$ cat src/rtl/buzzer_pkg.sv
// Shared types, pitch table and song contents for the buzzer music player.
package buzzer_pkg;

  typedef enum logic [1:0] {
    S_IDLE,
    S_FETCH,
    S_PLAY,
    S_GAP
  } state_t;

  typedef struct packed {
    logic [4:0] pitch;
    logic [2:0] dur;
  } rom_entry_t;

  localparam logic [4:0] PITCH_REST = 5'd0;
  localparam logic [4:0] PITCH_END  = 5'd31;

  // Reference clock the half-period table below was computed for.
  localparam int unsigned HP_REF_CLK_HZ = 50_000_000;

  // round(50 MHz / (2 * f)) for MIDI note 59+pitch; entry 0 is the rest slot.
  localparam logic [16:0] HALF_PERIOD_50M [31] = '{
    17'd0,
    17'd95556, 17'd90193, 17'd85131, 17'd80353, 17'd75843, 17'd71586,
    17'd67569, 17'd63776, 17'd60197, 17'd56818, 17'd53629, 17'd50619,
    17'd47778, 17'd45097, 17'd42566, 17'd40177, 17'd37922, 17'd35793,
    17'd33784, 17'd31888, 17'd30098, 17'd28409, 17'd26815, 17'd25310,
    17'd23889, 17'd22548, 17'd21283, 17'd20088, 17'd18961, 17'd17897
  };

  // Song 0 is unused and reads as an immediate end marker.
  localparam logic [7:0] SONG_0 [32] = '{default: 8'hF8};

  // A4 for two beats, a one-beat rest, end.
  localparam logic [7:0] SONG_1 [32] = '{0: 8'h51, 1: 8'h00, default: 8'hF8};

  // Full 32-entry song with no end marker: one-beat notes climbing C4..F6, then C4, C#4.
  localparam logic [7:0] SONG_2 [32] = '{
    8'h08, 8'h10, 8'h18, 8'h20, 8'h28, 8'h30, 8'h38, 8'h40,
    8'h48, 8'h50, 8'h58, 8'h60, 8'h68, 8'h70, 8'h78, 8'h80,
    8'h88, 8'h90, 8'h98, 8'hA0, 8'hA8, 8'hB0, 8'hB8, 8'hC0,
    8'hC8, 8'hD0, 8'hD8, 8'hE0, 8'hE8, 8'hF0, 8'h08, 8'h10
  };

  // Twinkle twinkle, first phrase.
  localparam logic [7:0] SONG_3 [32] = '{
    0: 8'h08, 1: 8'h08, 2: 8'h40, 3: 8'h40, 4: 8'h50, 5: 8'h50, 6: 8'h41,
    7: 8'h30, 8: 8'h30, 9: 8'h28, 10: 8'h28, 11: 8'h18, 12: 8'h18, 13: 8'h09,
    default: 8'hF8
  };

  function automatic rom_entry_t song_entry(input logic [1:0] song, input logic [4:0] idx);
    logic [7:0] raw;
    case (song)
      2'd1:    raw = SONG_1[idx];
      2'd2:    raw = SONG_2[idx];
      2'd3:    raw = SONG_3[idx];
      default: raw = SONG_0[idx];
    endcase
    return rom_entry_t'(raw);
  endfunction

endpackage

$ cat src/rtl/buzzer_song_rom.sv
// Synchronous-read song ROM, address {song, idx}.
module buzzer_song_rom
  import buzzer_pkg::*;
(
  input  logic       HCLK,
  input  logic [1:0] song,
  input  logic [4:0] idx,
  output rom_entry_t data
);

  // Registered lookup; data is valid the cycle after the address is presented.
  always_ff @(posedge HCLK) begin
    data <= song_entry(song, idx);
  end

endmodule

$ cat src/rtl/buzzer_music_player.sv
// Buzzer music sequencer: walks a song ROM, plays each note as a square wave,
// then inserts a short silent gap.
//
// state   | meaning
// IDLE    | silent, waiting for a start command
// FETCH   | one cycle while the ROM entry for note_idx is read
// PLAY    | note (or rest) sounding for (dur+1)*BEAT_TICKS cycles
// GAP     | forced silence for GAP_TICKS cycles between notes
module buzzer_music_player
  import buzzer_pkg::*;
#(
  parameter int unsigned CLK_HZ     = 50_000_000,
  parameter int unsigned BEAT_TICKS = 6_250_000,
  parameter int unsigned GAP_TICKS  = 500_000,
  parameter int unsigned TONE_SHIFT = 0
) (
  input  logic       HCLK,
  input  logic       HRESETn,
  input  logic [1:0] music_select,
  input  logic       music_start,
  output logic       buzzer_out,
  output logic       busy,
  output logic       song_done,
  output logic [4:0] note_idx
);

  state_t      state, state_nxt;
  rom_entry_t  rom_q;
  logic [1:0]  song, song_nxt;
  logic [4:0]  idx_nxt;
  logic        start_song, end_song, next_note;
  logic [31:0] dur_cnt, gap_cnt, dur_load;
  logic [16:0] tone_cnt, half_q, hp_fetch;
  logic        rest_q;
  logic [16:0] hp_lut [32];

  // Half-period lookup, rescaled to CLK_HZ and shifted at elaboration; never 0.
  for (genvar gi = 0; gi < 32; gi++) begin : g_hp
    if (gi < 31) begin : g_note
      localparam longint unsigned SCALED =
        (64'(HALF_PERIOD_50M[gi]) * 64'(CLK_HZ)) / 64'(HP_REF_CLK_HZ);
      localparam longint unsigned SHIFTED = SCALED >> TONE_SHIFT;
      assign hp_lut[gi] = (SHIFTED == 64'd0) ? 17'd1 : 17'(SHIFTED);
    end else begin : g_end
      assign hp_lut[gi] = 17'd1;
    end
  end

  // The ROM is addressed with next-cycle song/index so FETCH sees fresh data.
  buzzer_song_rom u_rom (
    .HCLK (HCLK),
    .song (song_nxt),
    .idx  (idx_nxt),
    .data (rom_q)
  );

  assign hp_fetch = hp_lut[rom_q.pitch];
  assign dur_load = (32'(rom_q.dur) + 32'd1) * BEAT_TICKS - 32'd1;

  // State register.
  always_ff @(posedge HCLK) begin
    if (!HRESETn) state <= S_IDLE;
    else          state <= state_nxt;
  end

  // Next-state logic; a start command overrides every internal transition.
  always_comb begin
    state_nxt = state;
    if (music_start) begin
      state_nxt = (music_select != 2'd0) ? S_FETCH : S_IDLE;
    end else begin
      case (state)
        S_FETCH: state_nxt = (rom_q.pitch == PITCH_END) ? S_IDLE : S_PLAY;
        S_PLAY:  if (dur_cnt == 32'd0) state_nxt = S_GAP;
        S_GAP:   if (gap_cnt == 32'd0) state_nxt = (note_idx == 5'd31) ? S_IDLE : S_FETCH;
        default: state_nxt = state;
      endcase
    end
  end

  // Output decode: next song/index and the natural end-of-song condition.
  always_comb begin
    start_song = music_start && (music_select != 2'd0);
    end_song   = 1'b0;
    next_note  = 1'b0;
    if (!music_start) begin
      end_song  = ((state == S_FETCH) && (rom_q.pitch == PITCH_END)) ||
                  ((state == S_GAP) && (gap_cnt == 32'd0) && (note_idx == 5'd31));
      next_note = (state == S_GAP) && (gap_cnt == 32'd0) && (note_idx != 5'd31);
    end
    song_nxt = start_song ? music_select : song;
    idx_nxt  = note_idx;
    if (music_start)    idx_nxt = 5'd0;
    else if (next_note) idx_nxt = note_idx + 5'd1;
  end

  // Registered outputs, duration/gap/tone down-counters and the square wave.
  always_ff @(posedge HCLK) begin
    if (!HRESETn) begin
      song       <= 2'd0;
      note_idx   <= 5'd0;
      busy       <= 1'b0;
      song_done  <= 1'b0;
      buzzer_out <= 1'b0;
      dur_cnt    <= 32'd0;
      gap_cnt    <= 32'd0;
      tone_cnt   <= 17'd0;
      half_q     <= 17'd0;
      rest_q     <= 1'b0;
    end else begin
      song      <= song_nxt;
      note_idx  <= idx_nxt;
      busy      <= (state_nxt != S_IDLE);
      song_done <= end_song;
      if (music_start) begin
        buzzer_out <= 1'b0;
        dur_cnt    <= 32'd0;
        gap_cnt    <= 32'd0;
        tone_cnt   <= 17'd0;
      end else begin
        case (state)
          S_FETCH: begin
            buzzer_out <= 1'b0;
            dur_cnt    <= dur_load;
            tone_cnt   <= hp_fetch - 17'd1;
            half_q     <= hp_fetch;
            rest_q     <= (rom_q.pitch == PITCH_REST);
          end
          S_PLAY: begin
            if (dur_cnt == 32'd0) begin
              buzzer_out <= 1'b0;
              gap_cnt    <= GAP_TICKS - 32'd1;
            end else begin
              dur_cnt <= dur_cnt - 32'd1;
              if (tone_cnt == 17'd0) begin
                tone_cnt <= half_q - 17'd1;
                if (!rest_q) buzzer_out <= ~buzzer_out;
              end else begin
                tone_cnt <= tone_cnt - 17'd1;
              end
            end
          end
          S_GAP: begin
            buzzer_out <= 1'b0;
            if (gap_cnt != 32'd0) gap_cnt <= gap_cnt - 32'd1;
          end
          default: buzzer_out <= 1'b0;
        endcase
      end
    end
  end

endmodule
$ cat config.mk
export PLATFORM = sky130hd
export DESIGN_NAME = buzzer_music_player
export DESIGN_NICKNAME = d
export VERILOG_FILES = /design/src/rtl/buzzer_pkg.sv /design/src/rtl/buzzer_song_rom.sv /design/src/rtl/buzzer_music_player.sv
export SDC_FILE = /design/constraint.sdc
export NUM_CORES = 1
export LEC_CHECK = 0
export ABC_AREA = 1
export BUFFER_PORTS_ARGS = -buffer_cell sky130_fd_sc_hd__buf_2
export CAP_MARGIN = 0
export CELL_PAD_IN_SITES_DETAIL_PLACEMENT = 1
export CELL_PAD_IN_SITES_GLOBAL_PLACEMENT = 1
export CORE_UTILIZATION = 25
export CTS_BUF_LIST = sky130_fd_sc_hd__clkbuf_8
export CTS_CLUSTER_DIAMETER = 80
export DETAILED_ROUTE_END_ITERATION = 12
export PLACE_DENSITY = 0.5
export SYNTH_ARGS = -nofsm -noshare
export SYNTH_HDL_FRONTEND = slang
export SYNTH_SLANG_ARGS = --single-unit
$ cat constraint.sdc
create_clock -name HCLK -period 3.2 [get_ports HCLK]
set_clock_uncertainty 0.05 [all_clocks]
set_input_delay 0 -clock HCLK [delete_from_list [all_inputs] [get_ports HCLK]]
set_output_delay 0 -clock HCLK [all_outputs]
set_load 0.03 [all_outputs]
---- Word level (Yosys, flattened, before mapping) ----
Memories as Yosys holds them, arrays and structs flattened.
Cells that the tools add are included.
storage, ports and cells
  bits in registers ....................... 119
  memory bits (read-only) ................. 1568
  logic and storage cells ................. 99
  memories kept ........................... 5
cells by class
  $add $sub $neg .......................... 8
  multipliers ............................. 1
  $lt $le $gt $ge ......................... 2
  eq/ne operators ......................... 12
  multiplexer cells ....................... 30
  bitwise operators ....................... 7
  reductions and logical operators ........ 21
memory list
  memory            words  bits a word  read ports  clocked after memory_dff  wr ports  RTL line                   text
  (name not given)  32     17           1           0                         0         buzzer_music_player.sv:57  assign hp_fetch = hp_lut[rom_q.pitch];
  (name not given)  32     8            1           0                         0         buzzer_pkg.sv:59           default: raw = SONG_0[idx];
  (name not given)  32     8            1           0                         0         buzzer_pkg.sv:57           2'd2: raw = SONG_2[idx];
  (name not given)  32     8            1           0                         0         buzzer_pkg.sv:56           2'd1: raw = SONG_1[idx];
  (name not given)  32     8            1           0                         0         buzzer_pkg.sv:58           2'd3: raw = SONG_3[idx];
operator list
  operator                 number
  $pmux W32 S2             2
  $mux W32                 3
  $mux W17                 4
  $logic_not A32 Y1        2
  $mux W8                  8
  $sub A32 B1 Y32 const B  2
  $sub A17 B1 Y17 const B  3
  $pmux W17 S2             1
  $reduce_bool A32 Y1      1
  $sub A27 B1 Y28 const B  1
  $pmux W8 S3              1
  $mul A4 B19 Y23 const B  1
  $logic_not A17 Y1        1
  $ge A6 B6 Y1 const B     2
  $not A5 Y6               2
  $eq A5 B5 Y1 const B     2
  $mux W2                  5
  $mux W5                  2
  $eq A2 B2 Y1 const B     4
  $reduce_bool A2 Y1       4
  $pmux W2 S3              1
  $reduce_and A2 Y1        3
  $add A5 B1 Y5 const B    1
  $logic_and A1 B1 Y1      5
  12 further kinds         20

---- Depth between registers and ports, before layout ----
Gate-level depths: netlist of run 1.
  word-level depth ........................ 11
  gate-level depth with buffers ........... 20
  mapped depth without buffers ............ 20

---- Hierarchy ----
A second synthesis of run 1 with hierarchy kept.
second synthesis, totals
  cell total of the unflattened synthesis .. 1601
  area total of the unflattened synthesis .. 9841.9 sq um
by module, submodules not included
  module               instances  cells an instance  area each (sq um)  seq. area each (sq um)
  buzzer_music_player  1          1502               9260.1             2222.1
  buzzer_song_rom      1          99                 581.8              120.1

---- Worst setup path before layout of run 1 ----
Ideal clock, no wire load.
  path kind ............................... flip-flop to flip-flop
  from .................................... reg note_idx[0]
  to ...................................... reg u_rom.data[6] (netlist name)
  library setup time ...................... 0.121 ns
  arrival time ............................ 2.400 ns
  path slack .............................. 0.629 ns
  stages on the path, launching flop included .. 16
  clock period less this slack ............ 2.571 ns
  path through ............................ dfxtp_1 ha_1 nand2_1 nor2_1 ha_1 clkinv_1 nand3_1 xor2_1 inv_1 nand2_1 inv_1 ha_1 nand4_1 a21boi_0 nand3_1 nand3_1
between the ends
  longest elaborated chain between the ends .. 10
ends and longest elaborated chain
  what                                                                   RTL line                    text
  start: declaration                                                     buzzer_music_player.sv:24   output logic [4:0] note_idx
  start signal: assignment                                               buzzer_music_player.sv:112  note_idx <= idx_nxt;
  parallel branches: the longest is 3 deep, another holds $add A5 B1 Y5  -
  $mux W5 *                                                              buzzer_music_player.sv:94   else if (next_note) idx_nxt = note_idx + 5'd1;
  $mux W5 *                                                              buzzer_music_player.sv:93   if (music_start) idx_nxt = 5'd0;
  named net idx_nxt[0]                                                   buzzer_music_player.sv:30   logic [4:0] idx_nxt;
  $not A5 Y6 (not written as such) *                                     -
  $mem_v2 Z32 W8, on equally long branches                               -
  $mux W8, on equally long branches (2 in series)                        -
  $pmux W8 S3 *                                                          buzzer_pkg.sv:55            case (song)
  end signal: assignment                                                 buzzer_song_rom.sv:13       data <= song_entry(song, idx);
  end: declaration                                                       buzzer_song_rom.sv:8        output rom_entry_t data
Mark *: on every way through the listed nets, which the timed path passes. The select of a mux whose other input is x is not followed.
A chain may end at the register's enable or synchronous reset.

---- Worst setup path in the final report of run 1 ----
  from .................................... reg u_rom.data[3] (netlist name)
  to ...................................... reg tone_cnt[16]
between the ends
  longest elaborated chain between the ends .. 6
ends and longest elaborated chain
  what                                          RTL line                    text
  $not A5 Y6 (not written as such)              buzzer_music_player.sv:57
  $mem_v2 Z32 W17                               -
  $mux W17 (not written as such) (2 in series)  buzzer_music_player.sv:57
  $sub A17 B1 Y17                               buzzer_music_player.sv:125  tone_cnt <= hp_fetch - 17'd1;
  $pmux W17 S2                                  buzzer_music_player.sv:121  case (state)
  end signal: assignment                        buzzer_music_player.sv:125
  end signal: assignment                        buzzer_music_player.sv:136  tone_cnt <= half_q - 17'd1;
  end signal: assignment                        buzzer_music_player.sv:139  tone_cnt <= tone_cnt - 17'd1;
  end: declaration                              buzzer_music_player.sv:33   logic [16:0] tone_cnt, half_q, hp_fetch;
Every way passes these cells. The select of a mux whose other input is x is not followed.

==> reports/results.ini, run 1 <==
[outcome]
status=complete, no violations

[sta]
drv_slew=0
relSlewSlack_pct=54.26
report.final.hold_viol_count=0
setup_viol=0
setup-tns-final_ns=0
fmax_ghz=0.3612
worst_pin_slew_ns=0.6789
finalCritPeriodShare_pct=86.52
final.min_clock_period_ns=2.768
rsz0062_at_grt=no

[cells_and_area]
seq_area_mm2=0.002342
layout_common_cells=285 x nand2_1, 196 x nor2_1, 149 x inv_1, 117 x dfxtp_1, 92 x o21ai_0
multiInputGateArea_mm2=0.004666
area_growth_pct=12.88
diodes=0
fin_cells=1679
fillers=3948
final_nets=1296
mostFrequentLayoutCell=nand2_1
drive_above_1_share_pct=10.68

[min_path]
hp-class=primary input to flop

[yosys]
synth_flop_cell=dfxtp_1
syn_nets=1274
ys_seq_area_share_pct=30.00
synth_edf_count=0
yosysWarningCount=0
ys_async_sr_fraction_pct=0
ys_types=46
avgSynthCellArea_um2=6.257
syn-instance-count=1248
netlist_area_mm2=0.007809
ys_seq_elements=117

[place]
hpwlAfterDp_um=19810
place_inst=1643
io_buffer_count=12
gp_congestion=0.8062

[floorplan]
start_util_pct=25.46
num_rows=64
ios=13
fp.dieH_um=178.7
dieArea_mm2=0.03195
core-area_mm2=0.03067
die_x_um=178.7

[worst_setup_path]
cp.arrival_ns=3.09
max_stage_delay_ns=0.37
ff2ff_setup_slack_ns=0.43
startpoint_type=flop
path_buf_inv=4
crit_fanout=7
crit_path_top_delay_cell=dfxtp_1
required_ns=3.52
crit_top_cell=nand2_1
cp_top_family=simple AND/OR/NAND/NOR gates
path_cells=inv_2, ha_1, inv_1, nand2_1, nand2_1, nor2_1, o21ai_0, nand2_1, nand2_1, nand2_1, ha_1, nand3_1, nor2_1, inv_1, nor2_2, nand2_1, nand2_1, nand3_1, nand2_1, inv_1
end_kind=flop
worstSetupPathType=flop to flop

[pwr]
power_leakage_nw=4.188
p_per_area_mw_per_mm2=474.0
peakVddDrop_uv=179.8

[clock_network]
cts_buffers=17
cts_sinks=117
clock_latency_ns=0.48
htreeDepth=4
clockRootBuffer=clkbuf_8
cts_max_path_buffers=2
clk_pin_slew_ns=0.08
cts_tree=yes

[route]
dr_wl_met2_um=11820
vias=7921
top_layer=met4
wl_met3_um=506
first_pass_iters=5
avgRoutedWirePerCell_um=15.67
vias_per_cell=4.718
drt_iter0_markers=412
routed_wl_um=26310
ant_nets=0
wl_met1_um=13700
post-route-drc-count=0

[global_routing]
grt_pass1_vias=8019
grt_start_max_net_pins=33
grt_pass1_wl_um=43280
gr-total-overflow=0
antenna_found_initial=1
groute.usage.overall_pct=17.49

[job]
cap_viol_max_count=0

[where the power goes]
group          internal (mW)  total (mW)  switching, mW
registers               1.51        1.56         0.0509
logic                  0.333        1.11          0.773
clock network          0.776        1.51          0.737
total                   2.62        4.18           1.56
[per-stage QoR]
step           util [%]  setup slack (ns)  cell area, um^2  total power, mW  hold slack [ns]
3_5_place_dp      27.24            0.3198             8356            2.703           0.3730
2_1_floorplan         -            0.6293             7809            2.366           0.1686
5_1_grt           28.74           0.07472             8815            4.463           0.1548
4_1_cts           28.72            0.2869             8810            4.254          0.07621
3_3_place_gp      27.24            0.3005             8356            2.700           0.3810
6_report          28.74            0.4315             8815            4.178          0.09791
[cell families (layout without fill, tap and decap cells)]
logic type      after synthesis  in the layout  synth area share (%)
buf+inv                     201            236                 10.35
simple gates                680            680                 39.37
flops                       117            117                 30.00
xor+xnor                     16             16                 1.795
compound gates              213            213                 15.13
fa+ha+maj                    21             21                 3.365
[worst paths after layout]
path	startpoint	end	depth (start not counted)
worst max-delay path	u_rom.data[3]$_DFF_P_	tone_cnt[16]$_SDFFE_PP0P_	20
worst min-delay path	music_select[1]	song[1]$_SDFF_PN0_	5
worst max register to register	u_rom.data[3]$_DFF_P_	tone_cnt[16]$_SDFFE_PP0P_	20
worst min register to register	gap_cnt[0]$_SDFFE_PP0P_	gap_cnt[0]$_SDFFE_PP0P_	1
[final cells by class]
type | instances | share of cell area [%]
Inverter | 167 | 7.111
Sequential cell | 117 | 26.57
Clock inverter | 15 | 2.044
Timing Repair Buffer | 37 | 3.066
Clock buffer | 17 | 2.654
Tap cell | 396 | 5.621
Multi-Input combinational cell | 930 | 52.93
[routing by layer]
metal	up-vias	track usage [%]
met4	0	4.449
met3	20	2.651
met5	-	0
li1	4076	-
met2	73	27.89
met1	3752	24.43
[registers in the layout, summed over array words and instances (netlist names)]
name and cells:
dur_cnt 32, gap_cnt 32, half_q 17, tone_cnt 17, u_rom.data 6, note_idx 5, song 2, state 2
busy 1, buzzer_out 1, rest_q 1, song_done 1
[Yosys cell counts, types with 6 or more instances]
library cell / number / share of area, %
nand2_1: 286 / 14
nor2_1: 197 / 9.5
inv_1: 149 / 7.2
dfxtp_1: 117 / 30
o21ai_0: 92 / 5.9
nand3_1: 91 / 5.8
a21oi_1: 66 / 4.2
nand4_1: 23 / 1.8
ha_1: 21 / 3.4
clkbuf_1: 16 / 0.77
nor3_1: 16 / 1.0
inv_2: 14 / 0.67
nor2_2: 14 / 1.1
o21bai_1: 13 / 1.2
a31oi_1: 11 / 0.88
xor2_1: 11 / 1.2
buf_2: 10 / 0.64
nand3_2: 10 / 1.3
nand2_2: 9 / 0.72
nor2_4: 9 / 1.3
o211ai_1: 8 / 0.77
nor4_1: 7 / 0.56
o21ai_1: 6 / 0.38
[worst min-delay path, stage by stage]
cell,delay [ns]
buf_2,0.10
nand2_1,0.05
o21ai_0,0.19
inv_1,0.13
nor2_1,0.10
[repair_timing]
item | CTS | global route
hold buffers | 4 | 0
resized for setup | 0 | 3
endpoints found under the hold margin | 16 | 0
setup buffers | 0 | 0
endpoints found under the setup margin | 0 | 4
(Power assumes the default switching activity.)
==> run 2: changes to the inputs <==
ABC_AREA = unset   (was 1)
CORE_MARGIN = 2   (was unset)
PLACE_DENSITY = 0.47   (was 0.5)
==> run 2 against run 1 <==
Net effect:
- the run now ends with setup timing left
- synthesized cell count fell by 28%
- utilization is 4.9 points higher
- worst hold slack got worse by 0.062 ns
- global-route usage shrank 1.1 points
- cell area rose by 6.8%
- non-clock buffer count increased by 122
- wire length is 7.8% lower
- worst setup slack worse by 0.65 ns
- via count fell by 11%
- die area is 6.1% lower
- area after synthesis down 8.3%
- critical path type unchanged
- critical endpoint is now u_rom.data[4]$_DFF_P_
- largest power group unchanged
==> reports/results.ini, run 2 <==
[route]
vias_per_cell=4.994  ; +5.9%
routed_wl_um=24250  ; -7.8%
drt_iter0_markers=216  ; -48%
vias=7027  ; -11%
ant_nets=0  ; unchanged
first_pass_iters=5  ; unchanged
avgRoutedWirePerCell_um=17.24  ; +10%
post-route-drc-count=0  ; unchanged

[cells_and_area]
final_nets=1042  ; -20%
fin_cells=1407  ; -16%
diodes=0  ; unchanged
layout_common_cells=133 x buf_4, 111 x dfxtp_1, 83 x nor2_1, 69 x nand2_1, 68 x a21oi_1
area_growth_pct=31.45
largestRegisters=dur_cnt (32), gap_cnt (32)
stdcell_area_mm2=0.009413  ; +6.8%
mostFrequentLayoutCell=buf_4
fillers=3343  ; -15%
drive_above_1_share_pct=27.31  ; +17 points

[yosys]
synth_top_family_by_area=simple AND/OR/NAND/NOR gates
synth_top_area_share_pct=32.71  ; +2.7 points
syn-instance-count=900  ; -28%
synth_flop_cell=dfxtp_1
synthTopCellsByCount=117 x dfxtp_1, 84 x nor2_1, 71 x a21oi_1
synth_area_leaders=dfxtp_1 33%, a21oi_1 5.0%, nor2_1 4.4%
netlist_area_mm2=0.007161  ; -8.3%
synth_simple_gate_area_share_pct=27.15  ; -12 points
synth_largest_area_cell=dfxtp_1
ys_seq_elements=117  ; unchanged
synth_xor_area_share_pct=6.727  ; +4.9 points
avgSynthCellArea_um2=7.956  ; +27%
synthMuxAreaShare_pct=3.285  ; +3.3 points
ys_types=72  ; +57%
synth_edf_count=0  ; unchanged
syn_nets=926  ; -27%
synth_compound_area_share_pct=21.95  ; +6.8 points
yosysWarningCount=0  ; unchanged
ys_async_sr_fraction_pct=0  ; unchanged
synthAdderAreaFrac_pct=3.669  ; +0.30 points
ys_seq_area_share_pct=32.71  ; +2.7 points
synth.most_common_cell=dfxtp_1

[floorplan]
start_util_pct=25.56  ; +0.10 points
num_rows=61  ; -4.7%
die_x_um=173.2  ; -3.1%
core-area_mm2=0.02801  ; -8.7%
fp.dieH_um=173.2  ; -3.1%
dieArea_mm2=0.03001  ; -6.1%
ios=13  ; unchanged

[worst_setup_path]
end_kind=flop
crit_fanout=4  ; -3
cp.arrival_ns=3.70  ; +0.61 ns
startpoint_type=flop
worstSetupPathType=flop to flop
required_ns=3.48  ; -0.04 ns

[global_routing]
groute.usage.overall_pct=16.40  ; -1.1 points
gr-total-overflow=0  ; unchanged
grt_pass1_vias=7376  ; -8.0%
grt_pass1_wl_um=40010  ; -7.6%
antenna_found_initial=0  ; -1
grt_start_max_net_pins=35  ; +6.1%

[place]
placed_cell_area_mm2=0.008616  ; +3.1%
place_inst=1363  ; -17%
io_buffer_count=12  ; unchanged
gp_congestion=0.7547  ; -6.4%
hpwlAfterDp_um=17640  ; -11%

[clock_network]
cts_tree=yes
clock_latency_ns=0.46  ; -0.02 ns
clk_pin_slew_ns=0.09  ; about the same
htreeDepth=4  ; unchanged
cts_sinks=117  ; unchanged
clockRootBuffer=clkbuf_8
cts_max_path_buffers=2  ; unchanged
cts_buffers=17  ; unchanged

[pwr]
pwr-share-comb_pct=29.2  ; +2.7 points
p_per_area_mw_per_mm2=462.8  ; -2.4%
p_int_mw=2.810  ; +7.4%
power_leakage_nw=3.658  ; -13%
peakVddDrop_uv=192.3  ; +6.9%
power.switching_mw=1.545  ; -0.97%
clockPowerShare_pct=34.8  ; -1.4 points
seqPwrFrac_pct=36.0  ; -1.3 points
swShare_pct=35.48  ; -1.9 points

[sta]
setup_slack_ns=-0.2181  ; -0.6496 ns
setup_viol=5  ; +5
report.final.hold_viol_count=0  ; unchanged
final.min_clock_period_ns=3.418  ; +0.6496 ns
rsz0062_at_grt=yes
worst_pin_slew_ns=0.8687  ; +0.1898 ns
finalCritPeriodShare_pct=106.8  ; +20 points
relSlewSlack_pct=42.09  ; -12 points
drv_slew=0  ; unchanged
setup-tns-final_ns=-0.6611  ; -0.6611 ns
fmax_ghz=0.2926  ; -19%

[outcome]
status=finished, violations left
violations=setup timing

[job]
cap_viol_max_count=0  ; unchanged

[min_path]
hp-class=primary input to flop

==> run 2: cell types whose count changed after synthesis, moves of 37 or more <==
| cell | change |
|---|---|
| clkbuf_1 | +37 |
| nand2_1 | -216 |
| nand3_1 | -68 |
| nor2_1 | -113 |
| o21ai_0 | -41 |
| inv_1 | -128 |
==> run 2: path summary, 6_finish.rpt <==
| kind | from | endpoint | slack, ns | cells after the start |
|---|---|---|---|---|
| hold reg to reg | half_q[12]$_SDFFE_PN0P_ | half_q[12]$_SDFFE_PN0P_ | 0.42 | 2 |
| setup / recovery | gap_cnt[6]$_SDFFE_PP0P_ | u_rom.data[4]$_DFF_P_ | -0.22 | 9 |
| setup reg to reg | gap_cnt[6]$_SDFFE_PP0P_ | u_rom.data[4]$_DFF_P_ | -0.22 | 9 |
| hold / removal | HRESETn | half_q[5]$_SDFFE_PN0P_ | 0.04 | 3 |
==> run 2: power groups by stage <==
stage | Clock, mW | Combinational, mW | Sequential (mW)
2_1_floorplan | 0 | 0.723 | 1.58
3_3_place_gp | 0 | 1.19 | 1.60
3_5_place_dp | 0 | 1.19 | 1.60
4_1_cts | 1.58 | 1.22 | 1.57
5_1_grt | 1.64 | 1.40 | 1.58
6_report | 1.52 | 1.27 | 1.57
==> run 2: repair_timing <==
item / 4_1_cts / 5_1_grt
pin swaps: 10 / 26
hold buffers: 2 / 0
endpoints found under the setup margin: 9 / 36
buffers inserted: 5 / 7
hold endpoints to repair: 1 / 0
resized for setup: 14 / 47
==> run 2: cell families after synthesis <==
group / Yosys count
mux: 18
fa+ha+maj: 21
simple gates: 367
xor+xnor: 55
buf+inv: 83
flops: 117
compound gates: 239
==> run 2: layer usage <==
| metal | up-vias | track usage, % | wire [um] |
|---|---|---|---|
| met5 | - | 0 | 0 |
| met2 | 54 | 27.65 | 11630 |
| met1 | 3438 | 22.22 | 12060 |
| met4 | 0 | 3.602 | 206 |
| met3 | 12 | 2.281 | 347 |
| li1 | 3523 | - | - |
==> run 2: area by class of cell <==
type                    instances  area [um^2]  area share [%]
clock buffers                  17        234.0           2.486
clock inverters                15        183.9           1.954
inverters                      21        81.33          0.8640
multi-input cells             700         4851           51.54
flip-flops and latches        117         2350           24.96
well taps                     378        473.0           5.025
repair buffers                159         1240           13.17
==> run 2: critical path, stage by stage (launching register included) <==
cell,delay [ns]
dfxtp_2,0.33
or4_4,0.53
or4_4,0.45
or4_4,0.56
mux2i_2,0.18
or2_4,0.29
ha_4,0.28
nor3_2,0.03
a311o_1,0.27
a221o_1,0.31
==> run 2: per-stage QoR <==
stage | utilization [%] | power, mW | worst slack, ns | hold WS, ns
final | 33.60 | 4.356 | -0.2181 | 0.03544
after global routing | 33.60 | 4.622 | -0.2859 | 0.03798
after CTS | 32.69 | 4.368 | -0.2084 | 0.001593
after detailed placement | 30.76 | 2.793 | -0.2489 | 0.3894
after global placement | 30.76 | 2.791 | -0.2210 | 0.3803
after floorplan | - | 2.305 | -0.2881 | 0.2044
